==> src/rtl/prbs_pkg.sv <==
// Shared types and helpers for the PRBS-15 byte-wide pattern checker.
package prbs_pkg;

  localparam int unsigned LFSR_W     = 15;
  localparam int unsigned BYTE_W     = 8;
  localparam int unsigned PAT_W      = 32;
  localparam int unsigned RPT_W      = 8;
  localparam int unsigned BCNT_W     = 32;
  localparam int unsigned LOSS_CNT_W = 8;
  localparam int unsigned CONSEC_W   = 4;
  localparam int unsigned POP_W      = 4;

  // Feedback taps of x^15 + x^14 + 1
  localparam int unsigned TAP_HI = 14;
  localparam int unsigned TAP_LO = 13;

  typedef enum logic [2:0] {
    ST_HUNT,
    ST_MATCH,
    ST_SEED0,
    ST_SEED1,
    ST_CHECK
  } chk_state_e;

  typedef struct packed {
    logic [LFSR_W-1:0] next_state;
    logic [BYTE_W-1:0] byte_out;
  } prbs_step_t;

  // Eight generator steps; the earliest bit lands in bit 7.
  function automatic prbs_step_t prbs15_step8(input logic [LFSR_W-1:0] state);
    prbs_step_t        r;
    logic [LFSR_W-1:0] s;
    logic              b;
    s          = state;
    r.byte_out = '0;
    for (int i = 0; i < BYTE_W; i++) begin
      b = s[TAP_HI] ^ s[TAP_LO];
      s = {s[LFSR_W-2:0], b};
      r.byte_out[3'(BYTE_W - 1 - i)] = b;
    end
    r.next_state = s;
    return r;
  endfunction

  // Byte idx of the preamble word; byte 0 is sent first.
  function automatic logic [BYTE_W-1:0] pattern_byte(input logic [PAT_W-1:0] pat,
                                                     input logic [1:0]       idx);
    return pat[{idx, 3'b000} +: BYTE_W];
  endfunction

  // Number of set bits in a byte.
  function automatic logic [POP_W-1:0] popcount8(input logic [BYTE_W-1:0] v);
    logic [POP_W-1:0] cnt;
    cnt = '0;
    for (int i = 0; i < BYTE_W; i++) begin
      cnt = cnt + POP_W'(v[i]);
    end
    return cnt;
  endfunction

endpackage

==> src/rtl/prbs15_byte_predictor.sv <==
// PRBS-15 byte predictor: holds the LFSR and presents the next expected byte.
module prbs15_byte_predictor
  import prbs_pkg::*;
(
  input  logic              clk,
  input  logic              rst_n,
  input  logic              clear_i,
  input  logic              load_i,
  input  logic              advance_i,
  input  logic [LFSR_W-1:0] seed_i,
  output logic [BYTE_W-1:0] exp_byte_o
);

  // lfsr_q is the state after exp_byte_q has been produced
  logic [LFSR_W-1:0] lfsr_q, lfsr_d;
  logic [BYTE_W-1:0] exp_byte_q, exp_byte_d;
  prbs_step_t        step;

  // Load from a seed or advance from the own prediction
  always_comb begin
    lfsr_d     = lfsr_q;
    exp_byte_d = exp_byte_q;
    step       = prbs15_step8(load_i ? seed_i : lfsr_q);
    if (clear_i) begin
      lfsr_d     = '0;
      exp_byte_d = '0;
    end else if (load_i || advance_i) begin
      lfsr_d     = step.next_state;
      exp_byte_d = step.byte_out;
    end
  end

  // LFSR and expected-byte registers
  always_ff @(posedge clk or negedge rst_n) begin
    if (!rst_n) begin
      lfsr_q     <= '0;
      exp_byte_q <= '0;
    end else begin
      lfsr_q     <= lfsr_d;
      exp_byte_q <= exp_byte_d;
    end
  end

  assign exp_byte_o = exp_byte_q;

endmodule

==> config.mk <==
export PLATFORM = sky130hd
export DESIGN_NAME = prbs15_byte_predictor
export DESIGN_NICKNAME = d
export VERILOG_FILES = /design/src/rtl/prbs_pkg.sv /design/src/rtl/prbs15_byte_predictor.sv
export SDC_FILE = /design/constraint.sdc
export NUM_CORES = 1
export LEC_CHECK = 0
export CAP_MARGIN = 20
export CORE_ASPECT_RATIO = 0.75
export CORE_MARGIN = 2
export CORE_UTILIZATION = 54
export DETAILED_ROUTE_END_ITERATION = 8
export DONT_BUFFER_PORTS = 1
export PLACE_DENSITY = 0.69
export SLEW_MARGIN = 20
export SYNTH_ARGS = -nofsm -noshare
export SYNTH_HDL_FRONTEND = slang
export SYNTH_SLANG_ARGS = --single-unit
==> constraint.sdc <==
create_clock -name clk -period 1 [get_ports clk]
set_input_delay 0.1 -clock clk [delete_from_list [all_inputs] [get_ports clk]]
set_output_delay 0.1 -clock clk [all_outputs]
set_load 0.005 [all_outputs]
-- Word-level counts from Yosys, hierarchy flattened
Index checks and enable logic that the tools add are counted.
- register bits after elaboration: 23
- input bits: 20
- output and inout port bits: 8
- multiplexer cells: 5
- bitwise logic cells: 8
- reduce and logical (&&, ||, !) cells: 2
- operator list (kind ; count):
    2-to-1 mux 15 bit ; 3
    2-to-1 mux 8 bit ; 2
    bitwise XOR 1 bit ; 8
    nonzero test 2 bit ; 1
    logical OR 1 bit ; 1

-- Logic depth before layout (Yosys ltp)
- depth in word-level cells: 4
- mapped depth: 4

-- Worst setup path before layout
Ideal clock, no wire load.
- path kind: register -> register
- from: register lfsr_q[7] (netlist name)
- to: register lfsr_q[7]
- arrival time: 0.857 ns
- setup slack: 0.005 ns
- stages on the path, launching flop included: 4
- clock period less this slack: 0.995 ns
- cell sequence: dfrtp_1 > or3_1 > o21ai_0 > a211oi_1
- RTL lines (item ; RTL line ; source):
    end signal, assigned ; prbs15_byte_predictor.sv:39 ; lfsr_q <= lfsr_d;
    end, declared ; prbs15_byte_predictor.sv:15 ; logic [LFSR_W-1:0] lfsr_q, lfsr_d;

==> impl_metrics.env <==
export IMPL_outcome="finished with violations"
export IMPL_failed_checks="hold timing, setup timing"
export IMPL_top_register="lfsr_q"
export IMPL_place_hpwl_mm=1.29
export IMPL_die_area_um2=2140
export IMPL_fin_area_um2=1040
export IMPL_synth_area_per_cell_um2=10.7
export IMPL_chipHeight_um=40.6
export IMPL_vias_per_cell=5.53
export IMPL_synth_compound_area_frac=0.0975
export IMPL_initial_core_util=0.563
export IMPL_port_buffer_count=0
export IMPL_dpl_cell_count=111
export IMPL_final_core_util=0.608
export IMPL_cts_hold_buf=1
export IMPL_wl_mm=1.85
export IMPL_yosys_area_share_adder=0
export IMPL_reg2reg_slack_ns=-0.02
export IMPL_syn_nets=110
export IMPL_grt_pass1_wl_mm=2.87
export IMPL_area_growth_pct=7.93
export IMPL_cts_reportedPaths_clkPinSlew_ns=0.10
export IMPL_synth_top_family_by_area="multiplexers"
export IMPL_vias=647
export IMPL_synth_area_mux_share=0.174
export IMPL_cp_startpoint="lfsr_q[6]"
export IMPL_fmax_ghz=0.984
export IMPL_dr_first_iter_drc_count=15
export IMPL_ys_warn_count=0
export IMPL_powerDensity_nw_per_um2=1280
export IMPL_grt_pass1_vias=620
export IMPL_endpoint_kind="flop"
export IMPL_leakage_nw=0.481
export IMPL_tightest_slew_ns=0.699
export IMPL_min_period_ns=1.02
export IMPL_min_period_over_period=1.02
export IMPL_cts_made_buffers=3
export IMPL_crit_fanout=4
export IMPL_syn_instance_count=90
export IMPL_slew_headroom=0.532
export IMPL_reg2reg_to="lfsr_q[6]"
export IMPL_gp_congestion=0.846
export IMPL_placed_cell_area_um2=985
export IMPL_cp_endpoint="lfsr_q[6]"
export IMPL_setup_viol=1
export IMPL_peakVddDrop_mv=0.931
export IMPL_grt_max_degree=25
export IMPL_synth_xor_area_frac=0.146
export IMPL_cap_violations=0
export IMPL_dp_slack_ns=-0.00204
export IMPL_worstReg2RegStart="lfsr_q[6]"
export IMPL_path_class="flop to flop"
export IMPL_hold_viol=15
export IMPL_stdcell_count=117
export IMPL_reg_largest_list="lfsr_q x15"
export IMPL_core_area_um2=1710
export IMPL_wl_per_cell_um=15.8
export IMPL_antenna_cells=0
export IMPL_nets=116
export IMPL_clock_root_buffer="clkbuf_4"
export IMPL_cts_sinks=15
export IMPL_yosys_area_share_simple=0.101
export IMPL_die_w_um=52.7
export IMPL_fin_setup_tns_ns=-0.0166
export IMPL_yosysSeqAreaShare=0.390
export IMPL_num_rows=13
export IMPL_worst_slack_ns=-0.0166
export IMPL_r2r_cells=3
export IMPL_synth_distinct_cells=19
export IMPL_final_max_slew_viol_count=0
export IMPL_pin_count=28
export IMPL_antenna_found_initial=0
export IMPL_gr_total_overflow=0
export IMPL_cp_arrival_ns=1.19
export IMPL_worst_setup_path_start_kind="flop"
export IMPL_largest_reg_flops=15
export IMPL_drive_gt1_frac=0.263
export IMPL_htreeDepth=1
export IMPL_ant_nets=0
export IMPL_drt_drc_violations_left=0
export IMPL_grt_setup_unrepaired="yes"
export IMPL_finClkSkew_ns=0.0110
export IMPL_hold_ws_ns=-0.144
export IMPL_track_usage=0.196
export IMPL_synth_seq_cells=15
export IMPL_clockBufferDepth=2
export IMPL_clk_latency_ns=0.29
export IMPL_syn_area_um2=962
export IMPL_cts_tree="built"
export IMPL_required_ns=1.17
export IMPL_dr_pass1_iters=4
export IMPL_hold_class="primary input to flop"
## per-stage QoR
| stage | hold WS (ns) | total power, mW |
|---|---|---|
| after floorplan | -0.196 | 0.944 |
| after global placement | -0.195 | 0.954 |
| after detailed placement | -0.195 | 0.962 |
| after CTS | -0.157 | 1.34 |
| after global routing | -0.169 | 1.41 |
| final | -0.144 | 1.33 |
## power breakdown
group          switching (mW)  internal [mW]
registers              0.0385          0.653
clock network           0.205          0.149
logic                   0.103          0.182
## worst max-delay path: stages, from the launching register on
cell and delay [ns]:
dfrtp_1 0.41, or3_1 0.34, o21ai_1 0.11, a211oi_2 0.05
## repair_timing
| action | 4_1_cts | 5_1_grt |
|---|---|---|
| pin swaps | 1 | 8 |
| endpoints found under the hold margin | 30 | 15 |
| resized for setup | 1 | 3 |
| endpoints found under the setup margin | 2 | 10 |
| setup buffers | 0 | 1 |
## Yosys cell counts
master	n	share of area
dfrtp_1	15	0.39
buf_4	9	0.070
xnor2_1	8	0.073
xor2_1	8	0.073
mux2i_1	7	0.073
nor2_1	7	0.027
a21oi_1	5	0.026
mux2_4	5	0.078
nor3b_1	5	0.039
o22ai_1	5	0.033
a211oi_1	3	0.023
o21ai_0	3	0.016
or3_1	3	0.020
mux2_2	2	0.023
buf_2	1	0.0052
buf_6	1	0.012
clkbuf_1	1	0.0039
nand2b_1	1	0.0065
or2_4	1	0.0091
## kinds of logic after synthesis
family,count (synthesis)
muxes,14
DFF,15
xor gates and xnor gates,16
buffers and inverters,12
and+or+nand+nor,17
AOI/OAI and AO/OA,16
## cell type report
class,count,area [µm²]
clock buffer,3,22.5
clock inverter,1,5.00
fill,145,669
multi-input combinational,63,508
sequential,15,375
tap,22,27.5
timing repair buffer,13,100
## layer usage
layer / track usage / up-vias / wire length, µm
met5: 0 / - / 0
met4: 0.0385 / 0 / 0
met3: 0.0784 / 0 / 106
met2: 0.297 / 18 / 821
met1: 0.268 / 311 / 922
li1: - / 318 / -
## how the worst min path moves through the flow
stage	start	endpoint	slack (ns)	cells past startpoint
finish	clear_i	lfsr_q[12]	-0.14	1
global route	clear_i	lfsr_q[11]	-0.17	1
CTS	clear_i	lfsr_q[13]	-0.16	1
detailed placement	rst_n	lfsr_q[7]	-0.20	0
global placement	rst_n	lfsr_q[7]	-0.20	0
floorplan	rst_n	lfsr_q[0]	-0.20	0
## cells in the final DEF, fill, tap and decap left out
master | synthesis | routed
o21ai_1 | 0 | 2
or3_1 | 3 | 3
mux2i_1 | 7 | 7
o22ai_1 | 5 | 5
a21oi_1 | 5 | 5
xnor2_1 | 8 | 8
dfrtp_1 | 15 | 15
clkbuf_4 | 0 | 3
nor3b_1 | 5 | 5
a211oi_2 | 0 | 1
mux2_2 | 2 | 1
buf_4 | 9 | 12
nand2b_1 | 1 | 1
dlygate4sd3_1 | 0 | 1
xor2_1 | 8 | 8
clkinv_2 | 0 | 1
nor2_1 | 7 | 7
or2_4 | 1 | 1
o21ai_0 | 3 | 1
mux2_4 | 5 | 6
a211oi_1 | 3 | 2
No activity file was read; power rests on OpenSTA's default activity.
